## src/rtl/exc_pkg.sv

```systemverilog
// rtl/exc_pkg.sv - shared state type, ExcCode values and vector for the exception commit sequencer
package exc_pkg;

  typedef enum logic [1:0] {
    S_IDLE     = 2'd0,
    S_DRAIN    = 2'd1,
    S_COMMIT   = 2'd2,
    S_REDIRECT = 2'd3
  } exc_state_t;

  localparam logic [4:0] INT  = 5'h00;
  localparam logic [4:0] ADEL = 5'h04;
  localparam logic [4:0] ADES = 5'h05;
  localparam logic [4:0] SYS  = 5'h08;
  localparam logic [4:0] BP   = 5'h09;
  localparam logic [4:0] RI   = 5'h0A;
  localparam logic [4:0] OV   = 5'h0C;
  localparam logic [4:0] TR   = 5'h0D;

  localparam logic [31:0] EXC_VEC_DEF = 32'hBFC0_0380;

endpackage

```

## src/rtl/exc_drain_timer.sv

```systemverilog
// rtl/exc_drain_timer.sv - bounded cycle counter used to cap the bus-drain wait
module exc_drain_timer #(
  parameter int unsigned TIMEOUT = 16
) (
  input  logic clk,
  input  logic rst,
  input  logic clr_i,
  input  logic en_i,
  output logic expired_o
);

  localparam int unsigned W = $clog2(TIMEOUT + 1);

  logic [W-1:0] cnt_q;

  always_ff @(posedge clk) begin
    if (rst || clr_i) begin
      cnt_q <= '0;
    end else if (en_i && !expired_o) begin
      cnt_q <= cnt_q + 1'b1;
    end
  end

  assign expired_o = (cnt_q == W'(TIMEOUT - 1));

endmodule

```

## src/rtl/exc_commit_ctrl.sv

```systemverilog
// rtl/exc_commit_ctrl.sv - drains the data bus, commits an exception/ERET to CP0, flushes and redirects the PC
// Optional EXC_BD_EN: delay-slot faults report EPC = pc - 4 and set Cause.BD.
module exc_commit_ctrl
  import exc_pkg::*;
#(
  parameter logic [31:0] EXC_VEC       = EXC_VEC_DEF,
  parameter int unsigned DRAIN_TIMEOUT = 16
) (
  input  logic        clk,
  input  logic        rst,
  input  logic        exc_valid,
  input  logic        exc_is_eret,
  input  logic [4:0]  exc_code,
  input  logic [31:0] exc_pc,
  input  logic        exc_badv_vld,
  input  logic [31:0] exc_badvaddr,
  input  logic        exc_in_bd,
  input  logic [31:0] cp0_epc,
  input  logic        mem_busy,
  output logic        stall_req,
  output logic        flush,
  output logic        cp0_exc_we,
  output logic [31:0] cp0_epc_o,
  output logic [4:0]  cp0_exccode_o,
  output logic        cp0_bd_o,
  output logic        cp0_badv_we,
  output logic [31:0] cp0_badv_o,
  output logic        cp0_exl_clr,
  output logic        pc_redir_vld,
  output logic [31:0] pc_redir,
  output logic        drain_to
);

  exc_state_t  state_q;
  logic        eret_q;
  logic [4:0]  code_q;
  logic [31:0] pc_q;
  logic        badv_vld_q;
  logic [31:0] badv_q;
  logic        in_bd_q;
  logic [31:0] target_q;
  logic        drain_to_q;
  logic        expired;

  exc_drain_timer #(
    .TIMEOUT(DRAIN_TIMEOUT)
  ) u_drain_timer (
    .clk      (clk),
    .rst      (rst),
    .clr_i    (state_q != S_DRAIN),
    .en_i     (state_q == S_DRAIN),
    .expired_o(expired)
  );

`ifdef EXC_BD_EN
  logic in_bd_d;
  assign in_bd_d = exc_in_bd;
`else
  logic in_bd_d;
  logic unused_in_bd;
  assign in_bd_d      = 1'b0;
  assign unused_in_bd = exc_in_bd;
`endif

  always_ff @(posedge clk) begin
    if (rst) begin
      state_q    <= S_IDLE;
      eret_q     <= 1'b0;
      code_q     <= '0;
      pc_q       <= '0;
      badv_vld_q <= 1'b0;
      badv_q     <= '0;
      in_bd_q    <= 1'b0;
      target_q   <= '0;
      drain_to_q <= 1'b0;
    end else begin
      unique case (state_q)
        S_IDLE: begin
          if (exc_valid) begin
            eret_q     <= exc_is_eret;
            code_q     <= exc_code;
            pc_q       <= exc_pc;
            badv_vld_q <= exc_badv_vld;
            badv_q     <= exc_badvaddr;
            in_bd_q    <= in_bd_d;
            state_q    <= mem_busy ? S_DRAIN : S_COMMIT;
          end
        end
        S_DRAIN: begin
          // A bus that frees up on the last allowed cycle is a clean drain, not a timeout.
          if (!mem_busy) begin
            state_q <= S_COMMIT;
          end else if (expired) begin
            state_q    <= S_COMMIT;
            drain_to_q <= 1'b1;
          end
        end
        S_COMMIT: begin
          target_q <= eret_q ? cp0_epc : EXC_VEC;
          state_q  <= S_REDIRECT;
        end
        S_REDIRECT: state_q <= S_IDLE;
        default:    state_q <= S_IDLE;
      endcase
    end
  end

  logic in_commit;
  assign in_commit = (state_q == S_COMMIT);

  assign stall_req     = (state_q != S_IDLE);
  assign flush         = in_commit;
  assign cp0_exc_we    = in_commit && !eret_q;
  assign cp0_exl_clr   = in_commit && eret_q;
  assign cp0_exccode_o = cp0_exc_we ? code_q : 5'd0;
  assign cp0_bd_o      = cp0_exc_we && in_bd_q;
  assign cp0_epc_o     = cp0_exc_we ? (in_bd_q ? pc_q - 32'd4 : pc_q) : 32'd0;
  assign cp0_badv_we   = cp0_exc_we && badv_vld_q;
  assign cp0_badv_o    = cp0_badv_we ? badv_q : 32'd0;
  assign pc_redir_vld  = (state_q == S_REDIRECT);
  assign pc_redir      = pc_redir_vld ? target_q : 32'd0;
  assign drain_to      = drain_to_q;

endmodule

```

## config.mk

```make
export PLATFORM = sky130hd
export DESIGN_NAME = exc_commit_ctrl
export DESIGN_NICKNAME = d
export VERILOG_FILES = /design/src/rtl/exc_pkg.sv /design/src/rtl/exc_drain_timer.sv /design/src/rtl/exc_commit_ctrl.sv
export SDC_FILE = /design/constraint.sdc
export NUM_CORES = 1
export LEC_CHECK = 0
export BUFFER_PORTS_ARGS = -buffer_cell sky130_fd_sc_hd__clkbuf_2
export CAP_MARGIN = 0
export CORE_MARGIN = 1
export CORE_UTILIZATION = 44
export CTS_BUF_LIST = sky130_fd_sc_hd__clkbuf_8
export DETAILED_ROUTE_END_ITERATION = 8
export PLACE_DENSITY = 0.86
export REMOVE_ABC_BUFFERS = 1
export SKIP_CTS_REPAIR_TIMING = 1
export SLEW_MARGIN = 20
export SYNTH_ARGS = -nofsm -noshare
export SYNTH_HDL_FRONTEND = slang
export SYNTH_SLANG_ARGS = --single-unit
```

## constraint.sdc

```tcl
create_clock -name clk -period 1.85 [get_ports clk]
set_input_delay 0.185 -clock clk [delete_from_list [all_inputs] [get_ports clk]]
set_output_delay 0.185 -clock clk [all_outputs]
set_load 0.01 [all_outputs]
```

==> qor.yml <==
status: "finished with violations"
violations: "negative setup slack"
critPathMaxStageDelay_ns: 0.37
path_clk_slew_ns: 0.09
drc: 0
postLayoutCoreUtil_pct: 60.3
drt_iter0_markers: 260
synthTopCellsByArea: "dfxtp_1 (47%), nand2_1 (12%), a21oi_1 (9.8%), and2_1 (9.5%), and3_1 (4.4%)"
fin_crit_ns: 1.90
fp.dieH_um: 105
yosysUniqueCellTypes: 27
clkLatencyLatePin_ns: 0.35
yosys_warnings: 0
core_um2: 10300
die_area_um2: 11100
min_path_cells: 3
maxCapViolCount: 0
cp.required_ns: 1.66
syn2layout_area_growth_pct: 32.7
synth_seq_cells: 111
holdCritPathClass: "input port to flip-flop"
final_antenna_net_count: 0
place.gp.congestion: 0.744
clockRootBuffer: "clkbuf_8"
synth-main-ff-cell: "dfxtp_1"
timing.fmax_mhz: 527
drt_pass1_iterations: 4
fp.dieW_um: 105
cpMaxStageDelayCell: "dfxtp_4"
synth_top_cells_by_count: "nand2_1 (144), dfxtp_1 (111), a21oi_1 (92)"
final-seq-area_um2: 2230
grtUsageTotal_pct: 20.8
grt_first_pass_wirelength_mm: 18.6
syn_avg_cell_area_um2: 7.78
cp.depth: 7
layout_setup_ws_ns: -0.0486
crit_chain: "inv_4 -> ha_4 -> nor2b_4 -> buf_12 -> clkbuf_16 -> and3_1 -> buf_2"
fin_crit_sh_pct: 103
fin_worst_skew_ns: 0.00576
cp.arrival_ns: 1.71
maxSlewViolCount: 0
num-fill-cells: 971
hpwl_mm: 7.89
max_slew_margin_pct: 61.4
port_buffers: 214
pwr_density_cell_nw_per_um2: 1050
syn_area_um2: 4690
ios: 217
layout-drive-gt1-share_pct: 32.2
worstSetupPathType: "flip-flop to output pin"
wl_per_cell_um: 13.2
crit_fanout: 9
finalSetupViolations: 50
ys_seq_area_share_pct: 47.4
htree_levels: 3
routed_wl_mm: 12.4
start_util_pct: 45.4
tritoncts.num_buffers: 9
clock_sinks: 111
grt_max_degree: 70
overflow: 0
synth_edf_count: 0
critPathLaunchType: "flip-flop"
antenna_cells: 0
cts_tree: "built"
clockBufferDepth: 2
core.rowCount: 37
fin_tns_setup_ns: -1.14
tightestPinTransition_ns: 0.579
yosysMostFrequentCell: "nand2_1"
crit_family: "buffers and inverters"
finalHoldViolCount: 0
nNetsFinal: 913
grt_pass1_vias: 4227
via_per_inst: 4.90
multiInputGateArea_um2: 2270
worst-path-buf-inv: 4
netlist_instances: 603
dp_slack_ns: 0.152
synth_async_sr_flop_share_pct: 0
holdWs_ns: 0.0379
synth_top_area_share_pct: 47.4
antenna_found_initial: 0
power_leakage_nw: 3.10
cp-end-kind: "output pin"
synth_area_leader_cell: "dfxtp_1"
peakVddDrop_uv: 633
vias: 4593
rr_worst_depth: 6
rsz0062_at_grt: "yes"
==> tightest hold or removal path: cells and delay by family <==
| kind | cells | cell delay [ns] |
|---|---|---|
| buffers and inverters | 1 | 0.08 |
| AO/OA/AOI/OAI | 1 | 0.05 |
| AND/OR/NAND/NOR | 1 | 0.04 |
==> layout make-up <==
class                           count  area share, %
Timing Repair Buffer              233           21.9
Clock buffer                       11           2.43
Multi-Input combinational cell    438           36.5
Tap cell                          136           2.74
Sequential cell                   111           35.8
Inverter                            5          0.402
Clock inverter                      3          0.201
==> stage by stage <==
step,instances,total power [mW],cell area (um^2)
after floorplan,554,4.13,4480
after global placement,915,4.92,5880
after detailed placement,915,4.98,5880
after CTS,929,6.27,6040
after global routing,937,6.97,6220
final,937,6.54,6220
==> final timing paths <==
path                            slack, ns              startpoint              to
worst max register to register       0.16  u_drain_timer.cnt_q[0]      state_q[0]
worst min-delay path                 0.04        exc_badvaddr[29]      badv_q[29]
worst max-delay path                -0.05              state_q[0]  cp0_badv_o[30]
worst min register to register       0.45              badv_q[22]      badv_q[22]
==> flip-flops by register name, summed over array words and instances, names as in the netlist <==
| name | cells |
|---|---|
| state_q | 2 |
| pc_q | 32 |
| code_q | 5 |
| badv_q | 32 |
| eret_q | 1 |
| target_q | 32 |
| drain_to | 1 |
| badv_vld_q | 1 |
| u_drain_timer.cnt_q | 5 |
==> where the power goes <==
part | leakage [nW] | switching (mW) | internal [mW] | total, mW
clock network | 0.0937 | 0.736 | 0.539 | 1.27
logic | 2.10 | 1.33 | 0.966 | 2.29
registers | 0.909 | 0.191 | 2.78 | 2.97
==> metal layers <==
| metal | GRT usage [%] | wire length, um | up-vias |
|---|---|---|---|
| met5 | 0 | 0 | - |
| met4 | 8.85 | 242 | 0 |
| met3 | 6.31 | 1070 | 17 |
| met2 | 37.3 | 6060 | 178 |
| met1 | 22.5 | 5050 | 2074 |
| li1 | - | - | 2324 |
==> logic make-up after synthesis <==
kind of cell,share of synthesized area (%)
fa+ha+maj,1.87
flops,47.4
xor+xnor,0.560
mux,0.640
compound gates,11.9
other cells,0.0800
buf+inv,4.96
simple gates,32.6
==> layout by cell type, fill, tap and decap left out, types with 2 or more instances in the layout <==
master     count
inv_1          5
and3_1        31
xor2_1         2
clkbuf_16      2
o22ai_1       12
nor2_1        41
buf_12         7
ha_1           6
buf_6          4
nor2b_1       21
and3_4         2
and2_1        68
a21oi_1       92
mux2i_1        3
buf_2         34
dfxtp_1      109
clkbuf_8      11
nand2b_1       2
nand2_1      143
clkbuf_2     176
buf_4         10
and2_4         2
No activity file was read; power rests on OpenSTA's default activity.
